$ cat config.mk
export PLATFORM = sky130hd
export DESIGN_NAME = video_fifo_reader_flat
export DESIGN_NICKNAME = d
export VERILOG_FILES = /design/src/rtl/video_timing_pkg.sv /design/src/rtl/video_fifo_reader_if.sv /design/src/rtl/video_timing_gen.sv /design/src/rtl/video_fifo_reader.sv /design/src/flat_wrapper.sv
export SDC_FILE = /design/constraint.sdc
export NUM_CORES = 1
export LEC_CHECK = 0
export CORE_MARGIN = 3
export CORE_UTILIZATION = 46
export DETAILED_ROUTE_END_ITERATION = 8
export GPL_ROUTABILITY_DRIVEN = 0
export PLACE_DENSITY = 0.82
export SYNTH_ARGS = -nofsm -noshare
export SYNTH_HDL_FRONTEND = slang
export SYNTH_SLANG_ARGS = --single-unit
$ cat constraint.sdc
create_clock -name rd_clk -period 5 [get_ports rd_clk]
set_clock_uncertainty 0.1 [all_clocks]
set_input_delay 1 -clock rd_clk [delete_from_list [all_inputs] [get_ports rd_clk]]
set_output_delay 1 -clock rd_clk [all_outputs]
set_load 0.1 [all_outputs]
$ cat src/rtl/video_timing_pkg.sv
// Shared definitions for the video FIFO reader: FSM states, default 720p
// timing and helpers that derive line/frame totals and counter widths.
package video_timing_pkg;

    typedef enum logic [1:0] {
        IDLE = 2'd0,
        RUN  = 2'd1,
        STOP = 2'd2
    } state_t;

    // 1280x720 @ 60 Hz (74.25 MHz pixel clock)
    localparam int DEF_H_ACTIVE = 1280;
    localparam int DEF_H_FP     = 110;
    localparam int DEF_H_SYNC   = 40;
    localparam int DEF_H_BP     = 220;
    localparam int DEF_V_ACTIVE = 720;
    localparam int DEF_V_FP     = 5;
    localparam int DEF_V_SYNC   = 5;
    localparam int DEF_V_BP     = 20;

    function automatic int timing_total(input int active, input int fp,
                                        input int sync, input int bp);
        return active + fp + sync + bp;
    endfunction

    // Counter width; never below one bit so degenerate timings still elaborate.
    function automatic int timing_width(input int active, input int fp,
                                        input int sync, input int bp);
        int total;
        total = timing_total(active, fp, sync, bp);
        return (total > 1) ? $clog2(total) : 1;
    endfunction

endpackage

$ cat src/rtl/video_fifo_reader_if.sv
// Bus bundle between the video FIFO reader and its environment: FIFO read
// port, frame request, video pins and underflow status/control.
interface video_fifo_reader_if #(
    parameter int DATA_WIDTH = 16
);
    logic                  enable;
    logic                  fifo_rd_en;
    logic                  fifo_rd_vld;
    logic [DATA_WIDTH-1:0] fifo_rd_data;
    logic                  frame_req;
    logic                  vid_hs;
    logic                  vid_vs;
    logic                  vid_de;
    logic [DATA_WIDTH-1:0] vid_data;
    logic                  underflow;
    logic [15:0]           underflow_cnt;
    logic                  underflow_clr;

    // Reader side
    modport master (
        input  enable, fifo_rd_vld, fifo_rd_data, underflow_clr,
        output fifo_rd_en, frame_req, vid_hs, vid_vs, vid_de, vid_data,
               underflow, underflow_cnt
    );

    // FIFO / system side
    modport slave (
        output enable, fifo_rd_vld, fifo_rd_data, underflow_clr,
        input  fifo_rd_en, frame_req, vid_hs, vid_vs, vid_de, vid_data,
               underflow, underflow_cnt
    );
endinterface

$ cat src/rtl/video_timing_gen.sv
// Horizontal/vertical raster counters with region decode. The counters can
// be held, loaded to the start of vertical blanking, or cleared to zero.
module video_timing_gen
    import video_timing_pkg::*;
#(
    parameter int H_ACTIVE = DEF_H_ACTIVE,
    parameter int H_FP     = DEF_H_FP,
    parameter int H_SYNC   = DEF_H_SYNC,
    parameter int H_BP     = DEF_H_BP,
    parameter int V_ACTIVE = DEF_V_ACTIVE,
    parameter int V_FP     = DEF_V_FP,
    parameter int V_SYNC   = DEF_V_SYNC,
    parameter int V_BP     = DEF_V_BP
) (
    input  logic clk,
    input  logic rst_n,
    input  logic cnt_run_i,
    input  logic load_start_i,
    input  logic load_zero_i,
    output logic de_o,
    output logic hs_o,
    output logic vs_o,
    output logic pre_vblank_o,
    output logic frame_end_o
);
    localparam int H_TOTAL = timing_total(H_ACTIVE, H_FP, H_SYNC, H_BP);
    localparam int V_TOTAL = timing_total(V_ACTIVE, V_FP, V_SYNC, V_BP);
    localparam int HW      = timing_width(H_ACTIVE, H_FP, H_SYNC, H_BP);
    localparam int VW      = timing_width(V_ACTIVE, V_FP, V_SYNC, V_BP);

    localparam logic [HW-1:0] H_LAST  = HW'(H_TOTAL - 1);
    localparam logic [VW-1:0] V_LAST  = VW'(V_TOTAL - 1);
    localparam logic [VW-1:0] V_START = VW'(V_ACTIVE);

    logic [HW-1:0] h_cnt_q, h_cnt_d;
    logic [VW-1:0] v_cnt_q, v_cnt_d;
    int            h_pos, v_pos;

    // Next counter position: explicit loads win over free-running.
    always_comb begin
        h_cnt_d = h_cnt_q;
        v_cnt_d = v_cnt_q;
        if (load_start_i) begin
            h_cnt_d = '0;
            v_cnt_d = V_START;
        end else if (load_zero_i) begin
            h_cnt_d = '0;
            v_cnt_d = '0;
        end else if (cnt_run_i) begin
            if (h_cnt_q == H_LAST) begin
                h_cnt_d = '0;
                v_cnt_d = (v_cnt_q == V_LAST) ? '0 : v_cnt_q + 1'b1;
            end else begin
                h_cnt_d = h_cnt_q + 1'b1;
            end
        end
    end

    // Counter registers with synchronous reset.
    always_ff @(posedge clk) begin
        if (!rst_n) begin
            h_cnt_q <= '0;
            v_cnt_q <= '0;
        end else begin
            h_cnt_q <= h_cnt_d;
            v_cnt_q <= v_cnt_d;
        end
    end

    // Region decode on the current position, compared in int so the
    // sync end bounds may equal the total without overflowing the counter width.
    always_comb begin
        h_pos        = int'(h_cnt_q);
        v_pos        = int'(v_cnt_q);
        de_o         = (h_pos < H_ACTIVE) && (v_pos < V_ACTIVE);
        hs_o         = (h_pos >= H_ACTIVE + H_FP) && (h_pos < H_ACTIVE + H_FP + H_SYNC);
        vs_o         = (v_pos >= V_ACTIVE + V_FP) && (v_pos < V_ACTIVE + V_FP + V_SYNC);
        pre_vblank_o = (h_cnt_q == H_LAST) && (v_pos == V_ACTIVE - 1);
        frame_end_o  = (h_cnt_q == H_LAST) && (v_cnt_q == V_LAST);
    end

endmodule

$ cat src/rtl/video_fifo_reader.sv
// Pixel-clock consumer of the prefetch read FIFO: runs the video raster,
// pops one word per active pixel, requests frames at vblank start and
// substitutes black (counting the event) when the FIFO runs dry.
module video_fifo_reader
    import video_timing_pkg::*;
#(
    parameter int H_ACTIVE   = DEF_H_ACTIVE,
    parameter int H_FP       = DEF_H_FP,
    parameter int H_SYNC     = DEF_H_SYNC,
    parameter int H_BP       = DEF_H_BP,
    parameter int V_ACTIVE   = DEF_V_ACTIVE,
    parameter int V_FP       = DEF_V_FP,
    parameter int V_SYNC     = DEF_V_SYNC,
    parameter int V_BP       = DEF_V_BP,
    parameter int HS_POL     = 1,
    parameter int VS_POL     = 1,
    parameter int DATA_WIDTH = 16
) (
    input  logic                rd_clk,
    input  logic                rd_rst_n,
    video_fifo_reader_if.master bus
);
    localparam logic HS_ACT = (HS_POL != 0);
    localparam logic VS_ACT = (VS_POL != 0);

    state_t                state_q, state_d;
    logic                  de_int, hs_int, vs_int, pre_vblank, frame_end;
    logic                  cnt_run, load_start, load_zero, fr_set;
    logic                  active, pop, starve;
    logic                  frame_req_q, vid_hs_q, vid_vs_q, vid_de_q;
    logic [DATA_WIDTH-1:0] vid_data_q;
    logic                  underflow_q;
    logic [15:0]           underflow_cnt_q;

    video_timing_gen #(
        .H_ACTIVE(H_ACTIVE), .H_FP(H_FP), .H_SYNC(H_SYNC), .H_BP(H_BP),
        .V_ACTIVE(V_ACTIVE), .V_FP(V_FP), .V_SYNC(V_SYNC), .V_BP(V_BP)
    ) u_timing (
        .clk          (rd_clk),
        .rst_n        (rd_rst_n),
        .cnt_run_i    (cnt_run),
        .load_start_i (load_start),
        .load_zero_i  (load_zero),
        .de_o         (de_int),
        .hs_o         (hs_int),
        .vs_o         (vs_int),
        .pre_vblank_o (pre_vblank),
        .frame_end_o  (frame_end)
    );

    // State register.
    always_ff @(posedge rd_clk) begin
        if (!rd_rst_n) state_q <= IDLE;
        else           state_q <= state_d;
    end

    // Next state and counter controls. Starting enters at vblank so the
    // upstream reader gets a whole blanking interval to prefetch; fr_set is
    // raised the cycle before the counters reach the vblank start position.
    always_comb begin
        state_d    = state_q;
        cnt_run    = 1'b0;
        load_start = 1'b0;
        load_zero  = 1'b0;
        fr_set     = 1'b0;
        case (state_q)
            IDLE: begin
                if (bus.enable) begin
                    state_d    = RUN;
                    load_start = 1'b1;
                    fr_set     = 1'b1;
                end
            end
            RUN: begin
                cnt_run = 1'b1;
                if (!bus.enable) state_d = STOP;
                else if (pre_vblank) fr_set = 1'b1;
            end
            STOP: begin
                cnt_run = 1'b1;
                if (bus.enable) begin
                    state_d = RUN;
                    fr_set  = pre_vblank;
                end else if (frame_end) begin
                    state_d   = IDLE;
                    load_zero = 1'b1;
                end
            end
            default: state_d = IDLE;
        endcase
    end

    // The counters sit at (0,0) in IDLE, which decodes as active, so every
    // FIFO and pin effect is qualified by a non-idle state.
    assign active = (state_q != IDLE);
    assign pop    = active && de_int && bus.fifo_rd_vld;
    assign starve = active && de_int && !bus.fifo_rd_vld;

    // Single output pipeline stage; blanking and starved pixels drive black.
    always_ff @(posedge rd_clk) begin
        if (!rd_rst_n) begin
            frame_req_q <= 1'b0;
            vid_hs_q    <= ~HS_ACT;
            vid_vs_q    <= ~VS_ACT;
            vid_de_q    <= 1'b0;
            vid_data_q  <= '0;
        end else begin
            frame_req_q <= fr_set;
            vid_hs_q    <= (active && hs_int) ? HS_ACT : ~HS_ACT;
            vid_vs_q    <= (active && vs_int) ? VS_ACT : ~VS_ACT;
            vid_de_q    <= active && de_int;
            vid_data_q  <= pop ? bus.fifo_rd_data : '0;
        end
    end

    // Sticky underflow flag and saturating count; clear beats a new event.
    always_ff @(posedge rd_clk) begin
        if (!rd_rst_n || bus.underflow_clr) begin
            underflow_q     <= 1'b0;
            underflow_cnt_q <= '0;
        end else if (starve) begin
            underflow_q <= 1'b1;
            if (underflow_cnt_q != 16'hFFFF) underflow_cnt_q <= underflow_cnt_q + 16'd1;
        end
    end

    assign bus.fifo_rd_en    = pop;
    assign bus.frame_req     = frame_req_q;
    assign bus.vid_hs        = vid_hs_q;
    assign bus.vid_vs        = vid_vs_q;
    assign bus.vid_de        = vid_de_q;
    assign bus.vid_data      = vid_data_q;
    assign bus.underflow     = underflow_q;
    assign bus.underflow_cnt = underflow_cnt_q;

endmodule

$ cat src/flat_wrapper.sv
// flat-port wrapper written by rule: the top's interface ports become plain ports
module video_fifo_reader_flat import video_timing_pkg::*;
#(
    parameter int H_ACTIVE   = DEF_H_ACTIVE,
    parameter int H_FP       = DEF_H_FP,
    parameter int H_SYNC     = DEF_H_SYNC,
    parameter int H_BP       = DEF_H_BP,
    parameter int V_ACTIVE   = DEF_V_ACTIVE,
    parameter int V_FP       = DEF_V_FP,
    parameter int V_SYNC     = DEF_V_SYNC,
    parameter int V_BP       = DEF_V_BP,
    parameter int HS_POL     = 1,
    parameter int VS_POL     = 1,
    parameter int DATA_WIDTH = 16
)
  (rd_clk, rd_rst_n, bus_enable, bus_fifo_rd_vld, bus_fifo_rd_data, bus_underflow_clr, bus_fifo_rd_en, bus_frame_req, bus_vid_hs, bus_vid_vs, bus_vid_de, bus_vid_data, bus_underflow, bus_underflow_cnt);
  video_fifo_reader_if #(.DATA_WIDTH(DATA_WIDTH)) bus_i ();
  input  logic rd_clk;
  input  logic rd_rst_n;
  input wire logic [$bits(bus_i.enable)-1:0] bus_enable;
  input wire logic [$bits(bus_i.fifo_rd_vld)-1:0] bus_fifo_rd_vld;
  input wire logic [$bits(bus_i.fifo_rd_data)-1:0] bus_fifo_rd_data;
  input wire logic [$bits(bus_i.underflow_clr)-1:0] bus_underflow_clr;
  output wire logic [$bits(bus_i.fifo_rd_en)-1:0] bus_fifo_rd_en;
  output wire logic [$bits(bus_i.frame_req)-1:0] bus_frame_req;
  output wire logic [$bits(bus_i.vid_hs)-1:0] bus_vid_hs;
  output wire logic [$bits(bus_i.vid_vs)-1:0] bus_vid_vs;
  output wire logic [$bits(bus_i.vid_de)-1:0] bus_vid_de;
  output wire logic [$bits(bus_i.vid_data)-1:0] bus_vid_data;
  output wire logic [$bits(bus_i.underflow)-1:0] bus_underflow;
  output wire logic [$bits(bus_i.underflow_cnt)-1:0] bus_underflow_cnt;
  assign bus_i.enable = bus_enable;
  assign bus_i.fifo_rd_vld = bus_fifo_rd_vld;
  assign bus_i.fifo_rd_data = bus_fifo_rd_data;
  assign bus_i.underflow_clr = bus_underflow_clr;
  assign bus_fifo_rd_en = bus_i.fifo_rd_en;
  assign bus_frame_req = bus_i.frame_req;
  assign bus_vid_hs = bus_i.vid_hs;
  assign bus_vid_vs = bus_i.vid_vs;
  assign bus_vid_de = bus_i.vid_de;
  assign bus_vid_data = bus_i.vid_data;
  assign bus_underflow = bus_i.underflow;
  assign bus_underflow_cnt = bus_i.underflow_cnt;
  video_fifo_reader #(.H_ACTIVE(H_ACTIVE), .H_FP(H_FP), .H_SYNC(H_SYNC), .H_BP(H_BP), .V_ACTIVE(V_ACTIVE), .V_FP(V_FP), .V_SYNC(V_SYNC), .V_BP(V_BP), .HS_POL(HS_POL), .VS_POL(VS_POL), .DATA_WIDTH(DATA_WIDTH)) u_core (.rd_clk(rd_clk), .rd_rst_n(rd_rst_n), .bus(bus_i));
endmodule
==> results of run 1 <==
## cell usage after synthesis, drive strengths merged, types with 4 or more instances
| master | count |
|---|---|
| nor3 | 12 |
| nor2 | 43 |
| nor4 | 7 |
| ha | 11 |
| nand4 | 6 |
| xor2 | 5 |
| o21ai | 10 |
| a21oi | 10 |
| buf | 5 |
| xnor2 | 21 |
| and3 | 19 |
| inv | 15 |
| dfxtp | 60 |
| a2111oi | 6 |
| nand2 | 23 |
| clkbuf | 9 |
| nand3 | 13 |
| a211oi | 4 |
| a31oi | 4 |
## placed cells by master, fill, tap and decap left out, types with 3 or more instances in the layout
master,instances
and3_1,19
ha_1,11
and2_1,3
o31ai_1,3
clkbuf_8,10
nand2b_1,3
nor4_1,6
nor2_1,42
a211oi_1,4
dfxtp_1,60
xor2_1,5
nor3_1,11
o21ai_0,8
a2111oi_0,5
inv_1,15
a31oi_1,4
nand3_1,13
clkdlybuf4s50_1,57
nand2_1,23
a21oi_1,10
nand4_1,6
xnor2_1,21
## state kept, by name (all words and copies together) (netlist names)
register and count:
u_core.u_timing.v_cnt_q 10, u_core.bus.vid_de 1, u_core.bus.underflow 1, u_core.bus.vid_hs 1, u_core.bus.vid_data 16, u_core.bus.underflow_cnt 16
u_core.state_q 2, u_core.bus.frame_req 1, u_core.bus.vid_vs 1, u_core.u_timing.h_cnt_q 11
## cell families (layout without fill, tap and decap cells)
family	after synthesis	count (layout)
buffers and inverters	29	90
multiplexers	3	3
AO/OA/AOI/OAI	48	48
flip-flops	60	60
adder cells (fa/ha/maj)	11	11
AND/OR/NAND/NOR	144	144
XOR/XNOR	26	26
## how the worst max path moves through the flow
stage / to / slack, ps / start
final: bus_fifo_rd_en / 1780 / bus_fifo_rd_vld
after global routing: bus_fifo_rd_en / 1620 / u_core.state_q[0]$_SDFFE_PN0P_
after CTS: bus_fifo_rd_en / 1780 / bus_fifo_rd_vld
after detailed placement: bus_fifo_rd_en / 1780 / bus_fifo_rd_vld
after global placement: bus_fifo_rd_en / 1800 / bus_fifo_rd_vld
after floorplan: bus_fifo_rd_en / 1650 / bus_fifo_rd_vld
## final cells by class
| class | instances | area [sq um] |
|---|---|---|
| flip-flops and latches | 60 | 1200 |
| multi-input cells | 232 | 1490 |
| clock buffers | 12 | 145 |
| fillers | 489 | 2070 |
| clock inverters | 4 | 72.6 |
| well taps | 72 | 90.1 |
| repair buffers | 59 | 586 |
| inverters | 15 | 56.3 |
## power by group through the flow
stage	sequential [mW]	combinational, mW	clock (mW)
after floorplan	0.664	0.183	0
after global placement	0.552	0.381	0
after detailed placement	0.553	0.389	0
after CTS	0.543	0.389	0.486
after global routing	0.548	0.419	0.508
final	0.544	0.390	0.478
## worst register-to-register path, stage by stage (launching register included)
cell and delay [ps]:
dfxtp_1 420, inv_1 100, ha_1 480, inv_1 140
or4_1 760, o41ai_2 420, o21ai_1 90, a31oi_1 180
## routing by layer
layer / GRT usage, % / share of wire, % / vias up
li1: - / - / 1249
met5: 0 / 0 / -
met4: 7.02 / 0.98 / 0
met3: 3.93 / 4.5 / 7
met2: 28.6 / 48 / 52
met1: 22.2 / 46 / 1144
## metrics by stage
| stage | utilization, % | area [sq um] | hold WS [ps] | instances | total power [mW] |
|---|---|---|---|---|---|
| final | 63.8 | 3640 | 359 | 454 | 1.41 |
| after floorplan | - | 2810 | 363 | 321 | 0.846 |
| after CTS | 63.8 | 3640 | 356 | 454 | 1.42 |
| after global routing | 63.8 | 3640 | 400 | 454 | 1.47 |
| after detailed placement | 60.0 | 3430 | 346 | 438 | 0.942 |
| after global placement | 60.0 | 3430 | 340 | 438 | 0.933 |
==> flow_summary.yaml, run 1 <==
pwr:
  sw_frac_of_total_pct: 34.5
  comb_power_share_pct: 27.6
  seqPwrFrac_pct: 38.5
  p_clk_share_pct: 33.9
  switching_power_uw: 488
  vdd_drop_max_mv: 0.221
  power.leakage_nw: 1.26
  power.density_nw_per_um2: 388
  intPower_uw: 924
die:
  die_h_um: 84.2
  dieWidth_um: 84.2
  core_sq_um: 5710
  io_pins: 59
  num_rows: 27
  die-area_sq_um: 7090
  start_util_pct: 49.3
clocking:
  clockBufferDepth: 2
  root_buffer: "clkbuf_8"
  path_clk_slew_ps: 70
  cts-hold-fix-buffers: 0
  post_cts_buffers: 0
  cts_tree: "yes"
  cts_num_sinks: 60
  cts_made_buffers: 9
  clk_latency_ps: 330
  cts_resized: 0
  cts-htree-levels: 3
synth:
  syn_avg_cell_area_sq_um: 8.77
  yosys.area_share.simple_pct: 27.1
  synth_cells: 321
  synth_compound_area_share_pct: 11.9
  synth_async_sr_flop_share_pct: 0
  synth_seq_cells: 60
  ys_types: 51
  yosysTopAreaCell: "dfxtp_1"
  synth_top_family_by_area: "simple AND/OR/NAND/NOR gates"
  synth_xor_area_share_pct: 8.09
  ys.flop_type: "dfxtp_1"
  netlist.area_leader.share_pct: 42.7
  yosysWarnings: 0
  synth_area_leaders: "dfxtp_1, xnor2_1, nor2_1"
  synth_mux_area_share_pct: 1.11
  synthesis.area_sq_um: 2810
  synth-adder-area-share_pct: 4.89
  syn-num-nets: 353
  synth_edf_count: 0
  synth_seq_area_share_pct: 42.7
detailed_routing:
  drt-total-wl_um: 6230
  drtIter0Drc: 150
  drc: 0
  wire_per_inst_um: 13.7
  firstDrtPassIters: 4
  vias_per_cell: 5.40
  num_vias: 2452
  ant_nets: 0
timing:
  period_needed_ps: 3220
  drv_slew: 0
  finalSetupViolations: 0
  setup_ws_ps: 1780
  worstMarginPinSlew_ps: 1100
  rsz0062_at_grt: "false"
  setup-tns-final_ps: 0
  hold_viol: 0
  period_share_pct: 64.5
  maxSlewHeadroom_pct: 26.6
  max_freq_ghz: 0.310
critical_path:
  crit_path_start_kind: "input port"
  critical-path-max-stage-delay_ps: 460
  worstReg2RegEnd: "u_core.u_timing.v_cnt_q[9]$_SDFFE_PN0P_"
  crit_type: "input port to output port"
  path_cells: "clkdlybuf4s50_1 > inv_1 > nor2_1 > buf_4 > buf_4"
  crit_path_top_delay_cell: "clkdlybuf4s50_1"
  endpoint_kind: "output port"
  crit_required_ps: 3900
  worst-path-max-fanout: 17
  rrSetupSlack_ps: 2240
  ff2ff_path_depth: 7
  critPathBufInv: 4
  crit-reg2reg-launch: "u_core.state_q[0]$_SDFFE_PN0P_"
  worstPathArrival_ps: 2120
  path_delay_family: "buffers and inverters"
  path_depth: 5
  crit_path_frequent_cell: "buf_4"
place:
  post-place-ws_ps: 1780
  io_buffer_count: 58
  dpl.hpwl_um: 4490
global_route:
  grt_pass1_wl_um: 10300
  antenna_found_initial: 0
  grt_use_total_pct: 17.4
  overflow: 0
  grt_max_degree: 28
  grt_pass1_vias: 2331
job:
  maxCapViolations: 0
hold_path:
  hold_end: "u_core.bus.underflow$_SDFFE_PP0P_"
  hp-class: "register to register"
  min_delay_path_depth: 2
  hp-start: "u_core.bus.underflow$_SDFFE_PP0P_"
final_layout:
  areaGrowthSynthToFinish_pct: 29.5
  drive_gt1_share_pct: 7.07
  layout.nets: 409
  antenna_cells: 0
run_status:
  status: "complete, no violations"
No activity file was read; power rests on OpenSTA's default activity.
==> run 2: changes to the inputs <==
--- a/config.mk
+++ b/config.mk
@@ -9,7 +9,7 @@
 export CORE_UTILIZATION = 46
 export DETAILED_ROUTE_END_ITERATION = 8
 export GPL_ROUTABILITY_DRIVEN = 0
-export PLACE_DENSITY = 0.82
+export PLACE_DENSITY = 0.85
 export SYNTH_ARGS = -nofsm -noshare
 export SYNTH_HDL_FRONTEND = slang
 export SYNTH_SLANG_ARGS = --single-unit
==> constraint.sdc (replaced) <==
create_clock -name rd_clk -period 2.6 [get_ports rd_clk]
set_clock_uncertainty 0.1 [all_clocks]
set_input_delay 0.52 -clock rd_clk [delete_from_list [all_inputs] [get_ports rd_clk]]
set_output_delay 0.52 -clock rd_clk [all_outputs]
set_load 0.1 [all_outputs]
==> run 2 against run 1 <==
  * Final area is essentially flat
  * Worst hold slack gained 21 ps
  * Utilization is essentially flat
  * Flip-flop and latch count is the same
  * Sequential share of layout area grew 0.11 points
  * Clock-buffer cell count shrank 3
  * Cell count grew 1.8%
  * Largest power group unchanged
  * Highest routed layer unchanged
==> flow_summary.yaml, run 2 (synthesis results as in run 1) <==
run_status:
  status: "complete, no violations"
final_layout:
  final.fill_count: 465
  drive_gt1_share_pct: 20.5
  final_cell_mix: "dfxtp_1, buf_4, nor2_1"
  layout.nets: 417
  layout_commonest_cell: "dfxtp_1"
  antenna_cells: 0
  final_core_util_pct: 63.8
  areaGrowthSynthToFinish_pct: 29.4
clocking:
  clk_latency_ps: 340
  cts_tree: "yes"
  cts-hold-fix-buffers: 0
  cts_made_buffers: 9
  clockBufferDepth: 2
  root_buffer: "clkbuf_8"
  post_cts_buffers: 0
  cts_num_sinks: 60
  cts-htree-levels: 3
  path_clk_slew_ps: 70
timing:
  drv_slew: 0
  setup_ws_ps: 112
  period_needed_ps: 2490
  maxSlewHeadroom_pct: 58.8
  period_share_pct: 95.7
  hold_viol: 0
  rsz0062_at_grt: "false"
  setup-tns-final_ps: 0
  finalSetupViolations: 0
  max_freq_ghz: 0.402
  hold_ws_ps: 380
  worstMarginPinSlew_ps: 618
pwr:
  power.leakage_nw: 1.39
  power.density_nw_per_um2: 758
  vdd_drop_max_mv: 0.449
die:
  dieWidth_um: 84.2
  die_h_um: 84.2
  core_sq_um: 5710
  die-area_sq_um: 7090
  start_util_pct: 49.3
  num_rows: 27
  io_pins: 59
global_route:
  grt_pass1_vias: 2408
  grt_max_degree: 27
  antenna_found_initial: 0
  grt_pass1_wl_um: 10800
  overflow: 0
  grt_use_total_pct: 18.5
critical_path:
  path_delay_family: "flip-flops"
  crit_path_start_kind: "register"
  crit-reg2reg-launch: "u_core.state_q[0]$_SDFFE_PN0P_"
  crit_required_ps: 1980
  crit_start: "u_core.state_q[0]$_SDFFE_PN0P_"
  crit_path_top_delay_cell: "dfxtp_1"
  path_cells: "inv_1 > ha_2 > a21oi_1 > o211ai_1 > nor2_2 > buf_12"
  crit_type: "register to output port"
  critPathBufInv: 2
  worst-path-max-fanout: 8
  critical-path-max-stage-delay_ps: 400
  endpoint_kind: "output port"
  worstPathArrival_ps: 1870
  rrSetupSlack_ps: 320
detailed_routing:
  drtIter0Drc: 177
  num_vias: 2480
  firstDrtPassIters: 4
  drc: 0
  vias_per_cell: 5.37
  wire_per_inst_um: 13.5
  ant_nets: 0
  drt-total-wl_um: 6240
hold_path:
  hp-class: "register to register"
  hp-start: "u_core.bus.underflow$_SDFFE_PP0P_"
place:
  io_buffer_count: 58
  post-place-ws_ps: 195
  dpl.hpwl_um: 4620
job:
  maxCapViolations: 0
-- run 2: cell count changes in the layout (fill, tap and decap cells not counted), sizes merged --
cell           delta
clkdlybuf4s50    -37
clkbuf            -3
clkinvlp          -1
inv               +1
clkinv            +3
buf              +45
-- run 2: final cells by class --
type / count / area (sq um) / area share [%]
Clock buffer: 9 / 124 / 3.40
Clock inverter: 7 / 100 / 2.75
Inverter: 15 / 56.3 / 1.55
Multi-Input combinational cell: 232 / 1500 / 41.2
Sequential cell: 60 / 1200 / 33.1
Tap cell: 72 / 90.1 / 2.47
Timing Repair Buffer: 67 / 566 / 15.5
-- run 2: metal layers --
metal | up-vias | wire, um | part of all wire, % | global-route usage (%)
li1 | 1266 | - | - | -
met1 | 1143 | 2770 | 44 | 21.9
met2 | 62 | 3010 | 48 | 30.9
met3 | 9 | 391 | 6.3 | 5.79
met4 | 0 | 70 | 1.1 | 7.31
met5 | - | 0 | 0 | 0
-- run 2: final timing paths --
path	end	depth (start not counted)
min	u_core.bus.underflow$_SDFFE_PP0P_	2
max	bus_fifo_rd_en	6
min reg2reg	u_core.bus.underflow$_SDFFE_PP0P_	2
max reg2reg	u_core.bus.underflow_cnt[9]$_SDFFE_PP0P_	8
-- run 2: worst min-delay path: stages (launching register included) --
cell     delay, ps
dfxtp_1        330
inv_1           50
a21oi_1         50
-- run 2: report_power, final --
| part | internal [mW] | total [mW] | switching [mW] | leakage, nW |
|---|---|---|---|---|
| clock network | 0.545 | 0.928 | 0.383 | 0.114 |
| logic | 0.256 | 0.789 | 0.533 | 0.785 |
| registers | 0.985 | 1.05 | 0.0606 | 0.487 |
-- run 2: through the flow --
stage | power (mW) | instances | cell area (sq um)
global placement | 1.83 | 446 | 3410
detailed placement | 1.85 | 446 | 3410
floorplan | 1.63 | 321 | 2820
finish | 2.76 | 462 | 3640
global route | 2.91 | 462 | 3640
CTS | 2.79 | 462 | 3640
-- run 2: timing repair --
action,CTS,global route
pin swaps,0,1
resized for setup,1,2
setup endpoints to repair,1,2
hold endpoints to repair,0,0
